--- config.mk ---
export PLATFORM = sky130hd
export DESIGN_NAME = router_ctrl_flat
export DESIGN_NICKNAME = d
export VERILOG_FILES = /design/src/rtl/router_pkg.sv /design/src/rtl/router_ctrl_if.sv /design/src/rtl/router_sync_timer.sv /design/src/rtl/router_ctrl.sv /design/src/flat_wrapper.sv
export SDC_FILE = /design/constraint.sdc
export NUM_CORES = 1
export LEC_CHECK = 0
export ABC_AREA = 0
export BUFFER_PORTS_ARGS = -buffer_cell sky130_fd_sc_hd__buf_2
export CORE_MARGIN = 5
export CORE_UTILIZATION = 55
export CTS_CLUSTER_DIAMETER = 60
export CTS_CLUSTER_SIZE = 10
export DETAILED_ROUTE_END_ITERATION = 6
export PLACE_DENSITY = 0.78
export SLEW_MARGIN = 15
export SYNTH_ARGS = -nofsm -noshare
export SYNTH_HDL_FRONTEND = slang
export SYNTH_HIERARCHICAL = 1
export SYNTH_SLANG_ARGS = --single-unit
export TNS_END_PERCENT = 5
--- constraint.sdc ---
create_clock -name clock -period 2.1 [get_ports clock]
set_clock_uncertainty 0.1 [all_clocks]
set_input_delay 0.105 -clock clock [delete_from_list [all_inputs] [get_ports clock]]
set_output_delay 0.105 -clock clock [all_outputs]
set_load 0.02 [all_outputs]
--- src/rtl/router_pkg.sv ---
// Shared types and header-field layout for the 1x3 router controller.
package router_pkg;

    typedef enum logic [2:0] {
        IDLE,
        WAIT_EMPTY,
        LOAD_HDR,
        LOAD_DATA,
        CHECK,
        DROP
    } ctrl_state_t;

    localparam int NUM_CH = 3;

    localparam logic [1:0] ADDR_INVALID = 2'd3;

    localparam int HDR_ADDR_LSB = 0;
    localparam int HDR_ADDR_MSB = 1;
    localparam int HDR_LEN_LSB  = 2;
    localparam int HDR_LEN_MSB  = 7;

    // Payload byte counter stops at its maximum rather than wrapping.
    function automatic logic [5:0] sat_inc6(input logic [5:0] v);
        return (v == 6'h3f) ? v : v + 6'd1;
    endfunction

endpackage

--- src/rtl/router_ctrl_if.sv ---
// Source-port and FIFO-side signals of the router controller.
interface router_ctrl_if #(parameter int DATA_W = 8);
    import router_pkg::*;

    logic              pkt_valid;
    logic [DATA_W-1:0] data_in;
    logic [NUM_CH-1:0] fifo_full;
    logic [NUM_CH-1:0] fifo_empty;
    logic [NUM_CH-1:0] read_enb;
    logic              busy;
    logic              error;
    logic [NUM_CH-1:0] write_enb;
    logic [DATA_W-1:0] fifo_din;
    logic [NUM_CH-1:0] valid_out;
    logic [NUM_CH-1:0] soft_reset;

    // Environment side: source, FIFOs and readers.
    modport master (
        output pkt_valid, data_in, fifo_full, fifo_empty, read_enb,
        input  busy, error, write_enb, fifo_din, valid_out, soft_reset
    );

    // Controller side.
    modport slave (
        input  pkt_valid, data_in, fifo_full, fifo_empty, read_enb,
        output busy, error, write_enb, fifo_din, valid_out, soft_reset
    );

endinterface

--- src/rtl/router_sync_timer.sv ---
// Per-channel idle-reader watchdog: flushes a FIFO whose data sits unread.
module router_sync_timer #(
    parameter int TIMEOUT = 30
) (
    input  logic clock,
    input  logic resetn,
    input  logic valid_i,
    input  logic read_i,
    input  logic empty_i,
    output logic soft_reset_o
);

    localparam int CW = $clog2(TIMEOUT + 1);

    logic [CW-1:0] cnt_q, cnt_d;
    logic          sr_q, sr_d;

    // Count un-read cycles; fire a single pulse and restart on the TIMEOUT-th one.
    always_comb begin
        cnt_d = cnt_q;
        sr_d  = 1'b0;
        if (read_i || empty_i) begin
            cnt_d = '0;
        end else if (valid_i) begin
            if (cnt_q == CW'(TIMEOUT - 1)) begin
                cnt_d = '0;
                sr_d  = 1'b1;
            end else begin
                cnt_d = cnt_q + CW'(1);
            end
        end
    end

    // Counter and pulse registers.
    always_ff @(posedge clock or negedge resetn) begin
        if (!resetn) begin
            cnt_q <= '0;
            sr_q  <= 1'b0;
        end else begin
            cnt_q <= cnt_d;
            sr_q  <= sr_d;
        end
    end

    assign soft_reset_o = sr_q;

endmodule

--- src/rtl/router_ctrl.sv ---
// Packet sequencer for the 1x3 router: steers packets to FIFOs, checks
// parity/length, back-pressures the source and runs the channel watchdogs.
module router_ctrl
    import router_pkg::*;
#(
    parameter int TIMEOUT = 30,
    parameter int DATA_W  = 8
) (
    input  logic           clock,
    input  logic           resetn,
    router_ctrl_if.slave   bus
);

    ctrl_state_t       state_q;
    logic [DATA_W-1:0] hdr_q;
    logic [1:0]        addr_q;
    logic [5:0]        len_q;
    logic [DATA_W-1:0] par_q;
    logic [5:0]        cnt_q;
    logic              perr_q;
    logic              error_q;

    logic [1:0]        hdr_addr;
    logic [3:0]        full_ext;
    logic [3:0]        empty_ext;
    logic              ch_full;
    logic              ch_empty;
    logic [NUM_CH-1:0] ch_sel;
    logic [NUM_CH-1:0] sr;

    // Pad per-channel flags to 4 entries so the invalid address 3 indexes safely.
    assign hdr_addr  = bus.data_in[HDR_ADDR_MSB:HDR_ADDR_LSB];
    assign full_ext  = {1'b0, bus.fifo_full};
    assign empty_ext = {1'b1, bus.fifo_empty};
    assign ch_full   = full_ext[addr_q];
    assign ch_empty  = empty_ext[addr_q];
    assign ch_sel    = NUM_CH'(4'b0001 << addr_q);

    // Sequencer: header capture, FIFO wait, load, check and drop paths.
    always_ff @(posedge clock or negedge resetn) begin
        if (!resetn) begin
            state_q <= IDLE;
            hdr_q   <= '0;
            addr_q  <= '0;
            len_q   <= '0;
            par_q   <= '0;
            cnt_q   <= '0;
            perr_q  <= 1'b0;
            error_q <= 1'b0;
        end else begin
            case (state_q)
                IDLE: begin
                    if (bus.pkt_valid) begin
                        hdr_q   <= bus.data_in;
                        addr_q  <= hdr_addr;
                        len_q   <= bus.data_in[HDR_LEN_MSB:HDR_LEN_LSB];
                        error_q <= 1'b0;
                        if (hdr_addr == ADDR_INVALID)
                            state_q <= DROP;
                        else if (empty_ext[hdr_addr])
                            state_q <= LOAD_HDR;
                        else
                            state_q <= WAIT_EMPTY;
                    end
                end
                WAIT_EMPTY: begin
                    if (ch_empty)
                        state_q <= LOAD_HDR;
                end
                LOAD_HDR: begin
                    par_q   <= hdr_q;
                    cnt_q   <= '0;
                    state_q <= LOAD_DATA;
                end
                LOAD_DATA: begin
                    // A full FIFO stalls everything; the source holds the byte.
                    if (!ch_full) begin
                        if (bus.pkt_valid) begin
                            par_q <= par_q ^ bus.data_in;
                            cnt_q <= sat_inc6(cnt_q);
                        end else begin
                            perr_q  <= (bus.data_in != par_q);
                            state_q <= CHECK;
                        end
                    end
                end
                CHECK: begin
                    error_q <= perr_q | (cnt_q != len_q);
                    state_q <= IDLE;
                end
                DROP: begin
                    error_q <= 1'b1;
                    if (!bus.pkt_valid)
                        state_q <= IDLE;
                end
                default: state_q <= IDLE;
            endcase
        end
    end

    // Back-pressure and FIFO write path follow the state within the cycle.
    always_comb begin
        bus.busy      = 1'b0;
        bus.write_enb = '0;
        bus.fifo_din  = '0;
        case (state_q)
            WAIT_EMPTY: bus.busy = 1'b1;
            LOAD_HDR: begin
                bus.busy      = 1'b1;
                bus.write_enb = ch_sel;
                bus.fifo_din  = hdr_q;
            end
            LOAD_DATA: begin
                bus.busy     = ch_full;
                bus.fifo_din = bus.data_in;
                if (!ch_full)
                    bus.write_enb = ch_sel;
            end
            CHECK: bus.busy = 1'b1;
            default: ;
        endcase
    end

    for (genvar i = 0; i < NUM_CH; i++) begin : g_tmr
        router_sync_timer #(.TIMEOUT(TIMEOUT)) u_tmr (
            .clock        (clock),
            .resetn       (resetn),
            .valid_i      (~bus.fifo_empty[i]),
            .read_i       (bus.read_enb[i]),
            .empty_i      (bus.fifo_empty[i]),
            .soft_reset_o (sr[i])
        );
    end

    assign bus.error      = error_q;
    assign bus.soft_reset = sr;
    assign bus.valid_out  = ~bus.fifo_empty;

endmodule

--- src/flat_wrapper.sv ---
// flat-port wrapper written by rule: the top's interface ports become plain ports
module router_ctrl_flat import router_pkg::*;
#(
    parameter int TIMEOUT = 30,
    parameter int DATA_W  = 8
)
  (clock, resetn, bus_pkt_valid, bus_data_in, bus_fifo_full, bus_fifo_empty, bus_read_enb, bus_busy, bus_error, bus_write_enb, bus_fifo_din, bus_valid_out, bus_soft_reset);
  router_ctrl_if #(.DATA_W(DATA_W)) bus_i ();
  input  logic clock;
  input  logic resetn;
  input wire logic [$bits(bus_i.pkt_valid)-1:0] bus_pkt_valid;
  input wire logic [$bits(bus_i.data_in)-1:0] bus_data_in;
  input wire logic [$bits(bus_i.fifo_full)-1:0] bus_fifo_full;
  input wire logic [$bits(bus_i.fifo_empty)-1:0] bus_fifo_empty;
  input wire logic [$bits(bus_i.read_enb)-1:0] bus_read_enb;
  output wire logic [$bits(bus_i.busy)-1:0] bus_busy;
  output wire logic [$bits(bus_i.error)-1:0] bus_error;
  output wire logic [$bits(bus_i.write_enb)-1:0] bus_write_enb;
  output wire logic [$bits(bus_i.fifo_din)-1:0] bus_fifo_din;
  output wire logic [$bits(bus_i.valid_out)-1:0] bus_valid_out;
  output wire logic [$bits(bus_i.soft_reset)-1:0] bus_soft_reset;
  assign bus_i.pkt_valid = bus_pkt_valid;
  assign bus_i.data_in = bus_data_in;
  assign bus_i.fifo_full = bus_fifo_full;
  assign bus_i.fifo_empty = bus_fifo_empty;
  assign bus_i.read_enb = bus_read_enb;
  assign bus_busy = bus_i.busy;
  assign bus_error = bus_i.error;
  assign bus_write_enb = bus_i.write_enb;
  assign bus_fifo_din = bus_i.fifo_din;
  assign bus_valid_out = bus_i.valid_out;
  assign bus_soft_reset = bus_i.soft_reset;
  router_ctrl #(.TIMEOUT(TIMEOUT), .DATA_W(DATA_W)) u_core (.clock(clock), .resetn(resetn), .bus(bus_i));
endmodule
==> summary.md, run 1 <==
| Metric | Value |
|---|---|
| Root Buffer | `clkbuf_8` |
| Clock network fraction of total power | `about 15%` |
| Count leader, synth | `dfrtp_1` |
| Cts bufs inserted | `5` |
| Startpoint Class | `register` |
| Crit-path max cell delay | `0.40 ns` |
| Sw frac | `between 40 and 50%` |
| Clock transition at path regs | `around 0.080 ns` |
| Fin nets | `370` |
| Port Buf Inserts | `38` |
| CP Class | `register to output port` |
| Simple-Gate Fraction of Synth Area | `between 20 and 25%` |
| Slew HR | `roughly two fifths` |
| I/O pin count | `39` |
| Vias in the first global route | `between 2000 and 2500` |
| N_diodes | `0` |
| Final setup fails | `0` |
| Clock sinks | `45` |
| Crit path from | `u_core/hdr_q[0]` |
| DR WL/cell | `around 16 µm` |
| Mapped Avg Cell Area | `9.15 µm²` |
| Top post-synthesis cells by area | `dfrtp_1, a21oi_1, xor2_1` |
| CP delay by family, top | `multiplexers` |
| Detail Route Antenna Nets | `0` |
| Syn_nets | `326` |
| Sequential area share after synthesis | `41.2%` |
| Syn Std Cell Area | `~2700 µm²` |
| Hold Vio Cnt, Final | `0` |
| First-pass GRT wire length | `approximately 11000 µm` |
| Measured slew at the worst slew-check pin | `between 0.8 and 0.9 ns` |
| Yosys reg bits | `45` |
| CP endpoint kind | `output port` |
| Mux contribution to synthesized area | `4.57%` |
| Async set-reset flop share out of synthesis | `100%` |
| Most used DFF post-synth | `dfrtp_1` |
| Ys Warns | `6` |
| Placeable core region | `~4800 µm²` |
| Worst Reg-to-Reg Cells | `6` |
| Status | `complete, no violations` |
| Met1 GRT Util | `between 20 and 30%` |
| # DRC | `0` |
| RSZ-0062 raised after global routing | `false` |
| Yosys cell types | `41` |
| Share of layout cells above drive strength 1 | `roughly a quarter` |
| Post-synth top cells | `dfrtp_1, a21oi_1, nand2_1, nor2_1, o21ai_0` |
| Area delta synth->final | `16.2%` |
| M3 GR Usage | `under 10%` |
| Finished Core Util | `between 60% and 70%` |
| Peak VDD IR | `approximately 0.91 mV` |
| Worst endpoint required time | `between 1.5 and 2 ns` |
| Post-synth top area share | `41.2%` |
| Levels on crit path | `6` |
| Largest net degree at the start of global routing | `39` |
| Lkg Pwr | `0.00142 µW` |
| Initial DRC count | `between 150 and 200` |
| Compound-Gate Fraction of Synth Area | `about 20%` |
| Worst r2r src | `u_core/state_q[0]` |
| Initial antenna violation count | `0` |
| Worst hold path class | `input pin to register` |
| CTS Buffer Depth | `2` |
| Worst hold path startpoint | `bus_data_in[6]` |
| GRT busiest layer | `met2` |
| Row Count | `25` |
| Buf/Inv on CP | `1` |
| Routability cong. | `0.866` |
| NetSw | `1680 µW` |
| CTS tree | `done` |
| Max Clk Rate | `499 MHz` |
| 1st-pass router iterations | `5` |
| Cells after Synth | `~300` |
| Initial Utilization | `between 50% and 60%` |
| Via density | `approximately 6` |
| Seq pwr share | `between 30% and 40%` |
| Final WL | `about 6500 µm` |
| CP Max Fanout | `4` |
| Critical path's slowest cell | `dfrtp_1` |
| Cell Pwr Density | `about 1200 nW/µm²` |
| Maxcap violations | `0` |
| Power Internal | `about 2200 µW` |
| CTS H-tree depth | `2` |
| Final Cycle Share | `roughly 95%` |
| CP arrival | `1.80 ns` |
| Die Height | `80.5 µm` |
| GRT Residual Overflow | `0` |
| Critical path cell sequence | `mux2_4 > mux2i_2 > a21oi_1 > nor2b_1 > a211oi_2 > buf_2` |
| Power, Total | `roughly 3900 µW` |
| Insertion delay to the later sink of the worst-skew pair | `roughly 0.3 ns` |
| Via count | `about 2400` |
| Post-Synth XOR/XNOR Area | `roughly 4.8%` |
| Final Max Tran Viols | `0` |
| Hold path cells | `2` |
| Dpl hpwl | `about 4800 µm` |
| Die span in x | `80.5 µm` |
| EDFF count, synth | `0` |
| Logic gate share of total power | `between 40% and 50%` |
| Die area | `roughly 6500 µm²` |
| Total GRT Usage | `about 22%` |
| Synth area leader | `dfrtp_1` |
| Main combinational cell family by area after synthesis | `simple AND/OR/NAND/NOR gates` |
| Tmin final | `roughly 2 ns` |
| Post-synthesis adder-cell area fraction | `between 3 and 4%` |
| Met2 Use GR | `between 30% and 40%` |
logic make-up (layout without fill, tap and decap cells):
group / count (synthesis) / in the layout
compound gates: 83 / 83
xor+xnor: 15 / 15
fa+ha+maj: 7 / 7
buf+inv: 31 / 76
flops: 45 / 45
mux: 11 / 11
simple gates: 107 / 107
path summary, 6_finish.rpt:
path	slack, ns	endpoint
min	0.009	u_core/hdr_q[6]
max	0.1	bus_busy
min in group asynchronous	0.35	u_core/g_tmr[2].u_tmr/cnt_q[2]
max in group asynchronous	0.92	u_core/hdr_q[4]
min reg2reg	0.46	u_core/par_q[0]
max reg2reg	0.19	u_core/state_q[2]
power by group through the flow:
stage	logic [µW]	registers, µW	clock network (µW)
after floorplan	1360	1280	0
after global placement	1820	1370	0
after detailed placement	1870	1380	0
after CTS	1880	1360	608
after global routing	2110	1410	647
final	1910	1380	596
routing by layer:
layer  part of all wire (%)  up-vias
met3                    6.4       11
met4                    1.4        0
met2                     50       76
met1                     43     1161
met5                      0        -
li1                       -     1181
state kept, by name, indices dropped and copies added, names as in the netlist:
register and flops:
u_core/bus.error 1, u_core/cnt_q 6, u_core/par_q 8, u_core/g_tmr.u_tmr/cnt_q 15, u_core/hdr_q 8, u_core/g_tmr.u_tmr/soft_reset_o 3, u_core/perr_q 1, u_core/state_q 3
metrics by stage:
stage          cells  area, µm²  setup WS [ns]  hold WS, ns  TNS (ns)
2_1_floorplan    299       2740        -0.0779       -0.291    -0.234
3_3_place_gp     400       3030          0.245        0.176         0
3_5_place_dp     400       3030          0.190        0.170         0
4_1_cts          411       3160         0.0200    0.0000324         0
5_1_grt          411       3180         0.0156      0.00560         0
6_report         411       3180         0.0974      0.00877         0
layout make-up:
cell class                      count  area [µm²]
Fill cell                         386        1610
Multi-Input combinational cell    223        1500
Sequential cell                    45        1130
Timing Repair Buffer               54         318
Clock buffer                        7        96.3
Tap cell                           67        83.8
Inverter                           14        52.6
Clock inverter                      1        5.00
repair_timing:
item,CTS,global route
hold endpoints to repair,38,0
hold buffers,3,0
endpoints found under the setup margin,0,5
setup buffers,0,0
resized for setup,0,8
placed cells by master, fill, tap and decap left out, drive strengths merged, types with 3 or more instances in the layout:
| cell type | synthesis | layout |
|---|---|---|
| a2111oi | 3 | 3 |
| o21ai | 18 | 18 |
| inv | 14 | 14 |
| mux2 | 9 | 9 |
| nand2b | 6 | 6 |
| nand4 | 7 | 7 |
| nand3 | 13 | 13 |
| or3 | 7 | 7 |
| nand2 | 22 | 22 |
| a21oi | 30 | 30 |
| xnor2 | 3 | 3 |
| ha | 7 | 7 |
| nor2b | 3 | 3 |
| nor3 | 9 | 9 |
| or2 | 6 | 6 |
| dlygate4sd3 | 0 | 3 |
| buf | 9 | 51 |
| nor4 | 5 | 5 |
| a22o | 7 | 7 |
| xor2 | 12 | 12 |
| a311oi | 7 | 7 |
| nor2 | 19 | 19 |
| clkbuf | 8 | 7 |
| a41oi | 7 | 7 |
| nand3b | 6 | 6 |
| dfrtp | 45 | 45 |
Note: power is estimated with default switching activity, not from simulation.
==> run 2: changes to the inputs <==
CORE_ASPECT_RATIO = 0.9   (was unset)
CTS_BUF_LIST = sky130_fd_sc_hd__clkbuf_8   (was unset)
==> run 2 against run 1 <==
Combinational power up 3%. Global-route usage up 0.10 points. Fmax down 3.4%. Critical path depth down 2. Wire length up 5.9%. Worst hold slack worse by 0.0048 ns. First-iteration DRC count up 31%. Sequential power about the same. Highest routed layer unchanged.
==> summary.md, run 2 (synthesis results as in run 1) <==
| Metric | Value |
|---|---|
| Final setup TNS | `0 ns` |
| Share of layout cells above drive strength 1 | `around a quarter` |
| Setup repair bufs after CTS | `0` |
| Die Height | `between 70 and 80 µm` |
| CP endpoint kind | `output port` |
| Area delta synth->final | `16.8%` |
| Largest Register | `u_core/g_tmr.u_tmr/cnt_q` |
| Worst hold path class | `input pin to register` |
| Largest net degree at the start of global routing | `22` |
| CTS Buffer Depth | `2` |
| Slew HR | `66.4%` |
| CP Max Fanout | `8` |
| Buf/Inv on CP | `1` |
| Placed Area | `3030 µm²` |
| Initial Utilization | `between 50% and 60%` |
| Final WS setup | `0.0265 ns` |
| RSZ-0062 raised after global routing | `true` |
| Max Clk Rate | `between 400 and 500 MHz` |
| I/O pin count | `39` |
| DR WL/cell | `between 15 and 20 µm` |
| CP arrival | `roughly 1.9 ns` |
| Hold Vio Cnt, Final | `0` |
| Status | `complete, no violations` |
| First-pass GRT wire length | `roughly 12000 µm` |
| Final setup fails | `0` |
| Final WL | `6890 µm` |
| CTS H-tree depth | `2` |
| Critical path cell sequence | `or2_2 > or2_2 > o21ai_0 > buf_2` |
| Cell Pwr Density | `around 1300 nW/µm²` |
| Most common cell after layout, fill and taps aside | `dfrtp_1` |
| CTS tree | `done` |
| N_diodes | `0` |
| Initial antenna violation count | `0` |
| Dpl hpwl | `around 5000 µm` |
| Initial DRC count | `198` |
| Die span in x | `84.4 µm` |
| Root Buffer | `clkbuf_8` |
| CP Class | `register to output port` |
| Commonest cells after routing, fill and taps aside | `dfrtp_1, buf_2, a21oi_1` |
| Port Buf Inserts | `38` |
| Final Cycle Share | `a little over nine tenths` |
| Design area | `about 3200 µm²` |
| Die area | `roughly 6500 µm²` |
| CP delay by family, top | `simple AND/OR/NAND/NOR gates` |
| Largest regs | `u_core/g_tmr.u_tmr/cnt_q x15, u_core/hdr_q x8, u_core/par_q x8` |
| Peak VDD IR | `approximately 0.75 mV` |
| Measured slew at the worst slew-check pin | `between 0.5 and 0.6 ns` |
| Lkg Pwr | `about 0.0014 µW` |
| Min Hold Slack | `0.00395 ns` |
| Detail Route Antenna Nets | `0` |
| GRT Residual Overflow | `0` |
| # DRC | `0` |
| Clock sinks | `45` |
| Vias in the first global route | `approximately 2400` |
| Worst endpoint required time | `1.89 ns` |
| Routability cong. | `between 0.8 and 0.9` |
| Tmin final | `a little over 2 ns` |
| Cts bufs inserted | `5` |
| Total GRT Usage | `22.1%` |
| Crit-path max cell delay | `roughly 0.45 ns` |
| Via density | `6.10` |
| Max FFs per register | `15` |
| Final Max Tran Viols | `0` |
| Place WS | `~0.20 ns` |
| Fill cells | `394` |
| Power, Total | `4110 µW` |
| Maxcap violations | `0` |
| Startpoint Class | `register` |
| Clock transition at path regs | `0.08 ns` |
| 1st-pass router iterations | `5` |
| Most frequent cell on the critical path | `or2_2` |
| Row Count | `24` |
| Critical path's slowest cell | `dfrtp_1` |
| Placeable core region | `4830 µm²` |
| Fin nets | `~370` |
| Insertion delay to the later sink of the worst-skew pair | `around 0.30 ns` |
| Via count | `2484` |
run 2: changes by cell type in the layout (fill, tap and decap cells not counted), sizes merged:
cell	delta
bufinv	+2
clkbuf	-2
dlygate4sd3	-2
run 2: routing by layer:
layer | GRT usage, % | routed length (µm) | vias to the layer above
li1 | - | - | 1181
met1 | 31.4 | 3160 | 1206
met2 | 34.3 | 3200 | 86
met3 | 4.50 | 446 | 11
met4 | 6.49 | 80 | 0
met5 | 0 | 0 | -
run 2: worst register-to-register path, cell delays in order, from the launching register on:
cell and delay (ns):
dfrtp_1 0.45, or2_2 0.34, nor2_1 0.16, and2_1 0.41
mux2_2 0.40
run 2: layout make-up:
| type | count | area [µm²] | area share, % |
|---|---|---|---|
| Timing Repair Buffer | 52 | 300 | 9.39 |
| Sequential cell | 45 | 1130 | 35.3 |
| Tap cell | 65 | 81.3 | 2.54 |
| Multi-Input combinational cell | 223 | 1500 | 47.0 |
| Clock buffer | 5 | 68.8 | 2.15 |
| Inverter | 14 | 52.6 | 1.64 |
| Clock inverter | 3 | 65.1 | 2.04 |
run 2: where the power goes:
group	switching (µW)	internal, µW	leakage, µW
clock network	293	472	0.0000681
logic	1120	831	0.000787
registers	292	1090	0.000576
run 2: path summary, 6_finish.rpt:
path | from | end | slack, ns | depth (start not counted)
max in group asynchronous | resetn | u_core/state_q[1] | 1.08 | 3
min in group asynchronous | resetn | u_core/par_q[7] | 0.20 | 2
hold / removal | bus_data_in[7] | u_core/hdr_q[7] | 0.004 | 2
setup reg to reg | u_core/state_q[2] | u_core/hdr_q[5] | 0.13 | 4
setup / recovery | u_core/state_q[2] | bus_fifo_din[0] | 0.03 | 4
hold reg to reg | u_core/par_q[4] | u_core/par_q[4] | 0.48 | 2
run 2: what timing repair did:
action / 4_1_cts / 5_1_grt
endpoints found under the hold margin: 19 / 0
hold buffers: 1 / 0
resized for setup: 3 / 5
setup endpoints to repair: 6 / 10
run 2: metrics by stage:
| stage | util, % | std cells |
|---|---|---|
| 5_1_grt | 66.1 | 407 |
| 3_5_place_dp | 62.7 | 398 |
| 2_1_floorplan | - | 299 |
| 6_report | 66.1 | 407 |
| 3_3_place_gp | 62.7 | 398 |
| 4_1_cts | 65.8 | 407 |
==> run 3: changes to the inputs <==
ABC_AREA = 1   (was 0)
==> run 3 against run 2 <==
Sequential cell count unchanged. Sequential power shrank 8%. Area after synthesis grew 4.9%. First-iteration DRC count decreased by 42%. Clock power decreased by 15%. Critical endpoint is now bus_write_enb[2]. Highest routed layer unchanged.
==> summary.md, run 3 <==
| Metric | Value |
|---|---|
| Hold path endpoint | `u_core/g_tmr[2].u_tmr/cnt_q[2]` |
| Placeable core region | `approximately 5200 µm²` |
| # DRC | `0` |
| Area delta synth->final | `16.1%` |
| Largest Register | `u_core/g_tmr.u_tmr/cnt_q` |
| Dpl hpwl | `4890 µm` |
| CTS Buffer Depth | `2` |
| Detail Route Antenna Nets | `0` |
| CP Class | `register to output port` |
| Vias in the first global route | `about 2600` |
| Worst endpoint required time | `~1.9 ns` |
| Most used DFF post-synth | `dfrtp_1` |
| Crit path from | `u_core/state_q[2]` |
| Syn Std Cell Area | `about 2900 µm²` |
| Power Internal | `roughly 2000 µW` |
| Worst hold path class | `input pin to register` |
| EDFF count, synth | `0` |
| Status | `complete, no violations` |
| Crit-path max cell delay | `about 0.45 ns` |
| DR WL/cell | `12.2 µm` |
| Place WS | `0.354 ns` |
| Async set-reset flop share out of synthesis | `between 90% and 100%` |
| CTS tree | `done` |
| Max FFs per register | `15` |
| Tmin final | `between 1.5 and 2 ns` |
| Final WL | `6530 µm` |
| Row Count | `25` |
| Initial DRC count | `about 120` |
| GRT Residual Overflow | `0` |
| Cells after Synth | `roughly 420` |
| I/O pin count | `39` |
| Largest net degree at the start of global routing | `46` |
| Via count | `roughly 2700` |
| Die Height | `78.6 µm` |
| Fin nets | `between 400 and 500` |
| Cts bufs inserted | `5` |
| NetSw | `approximately 1500 µW` |
| Port Buf Inserts | `38` |
| Most common cell after layout, fill and taps aside | `nand2_1` |
| CTS H-tree depth | `2` |
| Logic gate share of total power | `roughly 45%` |
| Final Cycle Share | `around 93%` |
| CP arrival | `~1.8 ns` |
| Final setup fails | `0` |
| Worst r2r src | `u_core/hdr_q[0]` |
| Hold Vio Cnt, Final | `0` |
| Via density | `5.03` |
| Top post-synthesis cells by area | `dfrtp_1, nand2_1, inv_1` |
| Syn_nets | `~450` |
| Max Clk Rate | `a little over 500 MHz` |
| Mapped Avg Cell Area | `6.87 µm²` |
| Peak VDD IR | `approximately 0.64 mV` |
| CP Max Fanout | `10` |
| R2r endpoint | `u_core/cnt_q[3]` |
| Lkg Pwr | `between 0.0015 and 0.002 µW` |
| Commonest cells after routing, fill and taps aside | `nand2_1, inv_1, dfrtp_1` |
| Yosys reg bits | `45` |
| Routability cong. | `around 0.85` |
| Startpoint Class | `register` |
| Synth area leader | `dfrtp_1` |
| Slew HR | `between 60% and 70%` |
| 1st-pass router iterations | `4` |
| N_diodes | `0` |
| Initial antenna violation count | `0` |
| Clock sinks | `45` |
| Root Buffer | `clkbuf_8` |
| Post-synth top cells | `nand2_1, inv_1, dfrtp_1, nand3_1, nor2_1` |
| Final WS setup | `roughly 0.14 ns` |
| Cell Pwr Density | `1060 nW/µm²` |
| Sw frac | `between 40% and 50%` |
| Power, Total | `about 3500 µW` |
| Seq pwr share | `between 30 and 40%` |
| Worst Reg-to-Reg Cells | `7` |
| Yosys cell types | `27` |
| Placed Area | `3120 µm²` |
| Clock network fraction of total power | `18.4%` |
| Post-synth top area share | `between 30% and 40%` |
| Total GRT Usage | `21.0%` |
| Share of layout cells above drive strength 1 | `~17%` |
| Measured slew at the worst slew-check pin | `~0.57 ns` |
| Hold path cells | `4` |
| First-pass GRT wire length | `about 12000 µm` |
| Maxcap violations | `0` |
| Die area | `between 6000 and 7000 µm²` |
| Worst reg2reg setup slack | `~0.3 ns` |
| Design area | `between 3000 and 4000 µm²` |
| Critical path cell sequence | `inv_2 > nand2_2 > nor2_4 > inv_2 > nor2_1 > a21oi_2 > nor2_1 > buf_2` |
| Ys Warns | `6` |
| Worst hold path startpoint | `bus_read_enb[2]` |
| Sequential area share after synthesis | `39.2%` |
| CP endpoint kind | `output port` |
| Largest regs | `u_core/g_tmr.u_tmr/cnt_q x15, u_core/hdr_q x8, u_core/par_q x8` |
| Insertion delay to the later sink of the worst-skew pair | `0.30 ns` |
| Clock transition at path regs | `0.08 ns` |
| Die span in x | `about 86 µm` |
| Count leader, synth | `nand2_1` |
| Final Max Tran Viols | `0` |
| Critical path's slowest cell | `dfrtp_2` |
| Initial Utilization | `a little under three fifths` |
run 3: changes by cell type in the layout (fill, tap and decap cells not counted), moves of 8 or more:
| cell | delta |
|---|---|
| xnor2_1 | +9 |
| nor2_1 | +13 |
| o21ai_1 | +23 |
| xor2_1 | -12 |
| mux2_2 | -8 |
| nand2_2 | +9 |
| a21oi_1 | -28 |
| nor3_1 | -9 |
| buf_4 | -9 |
| nand2_1 | +114 |
| inv_1 | +48 |
| nand3_1 | +20 |
run 3: worst max-delay path by stage:
stage	slack, ns	to	cells past startpoint
4_1_cts	0.04	bus_write_enb[2]	8
3_5_place_dp	0.35	u_core/cnt_q[2]	7
6_report	0.14	bus_write_enb[2]	8
2_1_floorplan	0.58	bus_write_enb[0]	7
5_1_grt	-0.007	bus_write_enb[1]	8
3_3_place_gp	0.39	u_core/cnt_q[0]	7
run 3: final cells by class:
| cell class | count | area [µm²] |
|---|---|---|
| timing repair buffer | 51 | 308 |
| sequential | 45 | 1130 |
| tap | 67 | 83.8 |
| fill | 478 | 1830 |
| multi-input combinational | 298 | 1450 |
| clock inverter | 3 | 42.5 |
| inverter | 67 | 251 |
| clock buffer | 5 | 68.8 |
run 3: metrics by stage:
stage / instances / hold WS [ns] / util, % / TNS (ns)
final: 536 / 0.00286 / 64.6 / 0
after global routing: 536 / 0.0280 / 64.6 / -0.0129
after CTS: 533 / 0.00503 / 64.1 / 0
after detailed placement: 517 / 0.129 / 60.4 / 0
after global placement: 517 / 0.131 / 60.4 / 0
after floorplan: 418 / -0.291 / - / 0
run 3: what timing repair did:
| item | 4_1_cts | 5_1_grt |
|---|---|---|
| setup endpoints to repair | 0 | 3 |
| setup buffers | 0 | 3 |
| hold endpoints to repair | 52 | 0 |
| hold buffers | 8 | 0 |
| resized for setup | 0 | 2 |
run 3: metal layers:
layer	share of wire (%)	vias to the layer above	GRT usage, %
li1	-	1401	-
met1	46	1242	27.5
met2	48	42	34.7
met3	4.3	10	4.62
met4	1.4	0	6.01
met5	0	-	0
run 3: power by group through the flow:
stage	clock (µW)	sequential, µW	combinational, µW
floorplan	0	1230	1210
global placement	0	1280	1500
detailed placement	0	1290	1530
CTS	666	1280	1550
global route	704	1320	1820
finish	648	1280	1590
run 3: critical path, delay by kind of cell (launching register included):
kind | cells | cell delay, ns
AOI/OAI and AO/OA | 1 | 0.07
DFF | 1 | 0.45
buffers and inverters | 3 | 0.38
and+or+nand+nor | 4 | 0.56
run 3: logic make-up after synthesis:
| family | count (synthesis) | synth area share [%] |
|---|---|---|
| and+or+nand+nor | 227 | 33.9 |
| buffers and inverters | 75 | 10.3 |
| AOI/OAI and AO/OA | 52 | 9.89 |
| DFF | 45 | 39.2 |
| xor gates and xnor gates | 12 | 3.66 |
| adders and majority gates | 7 | 3.05 |
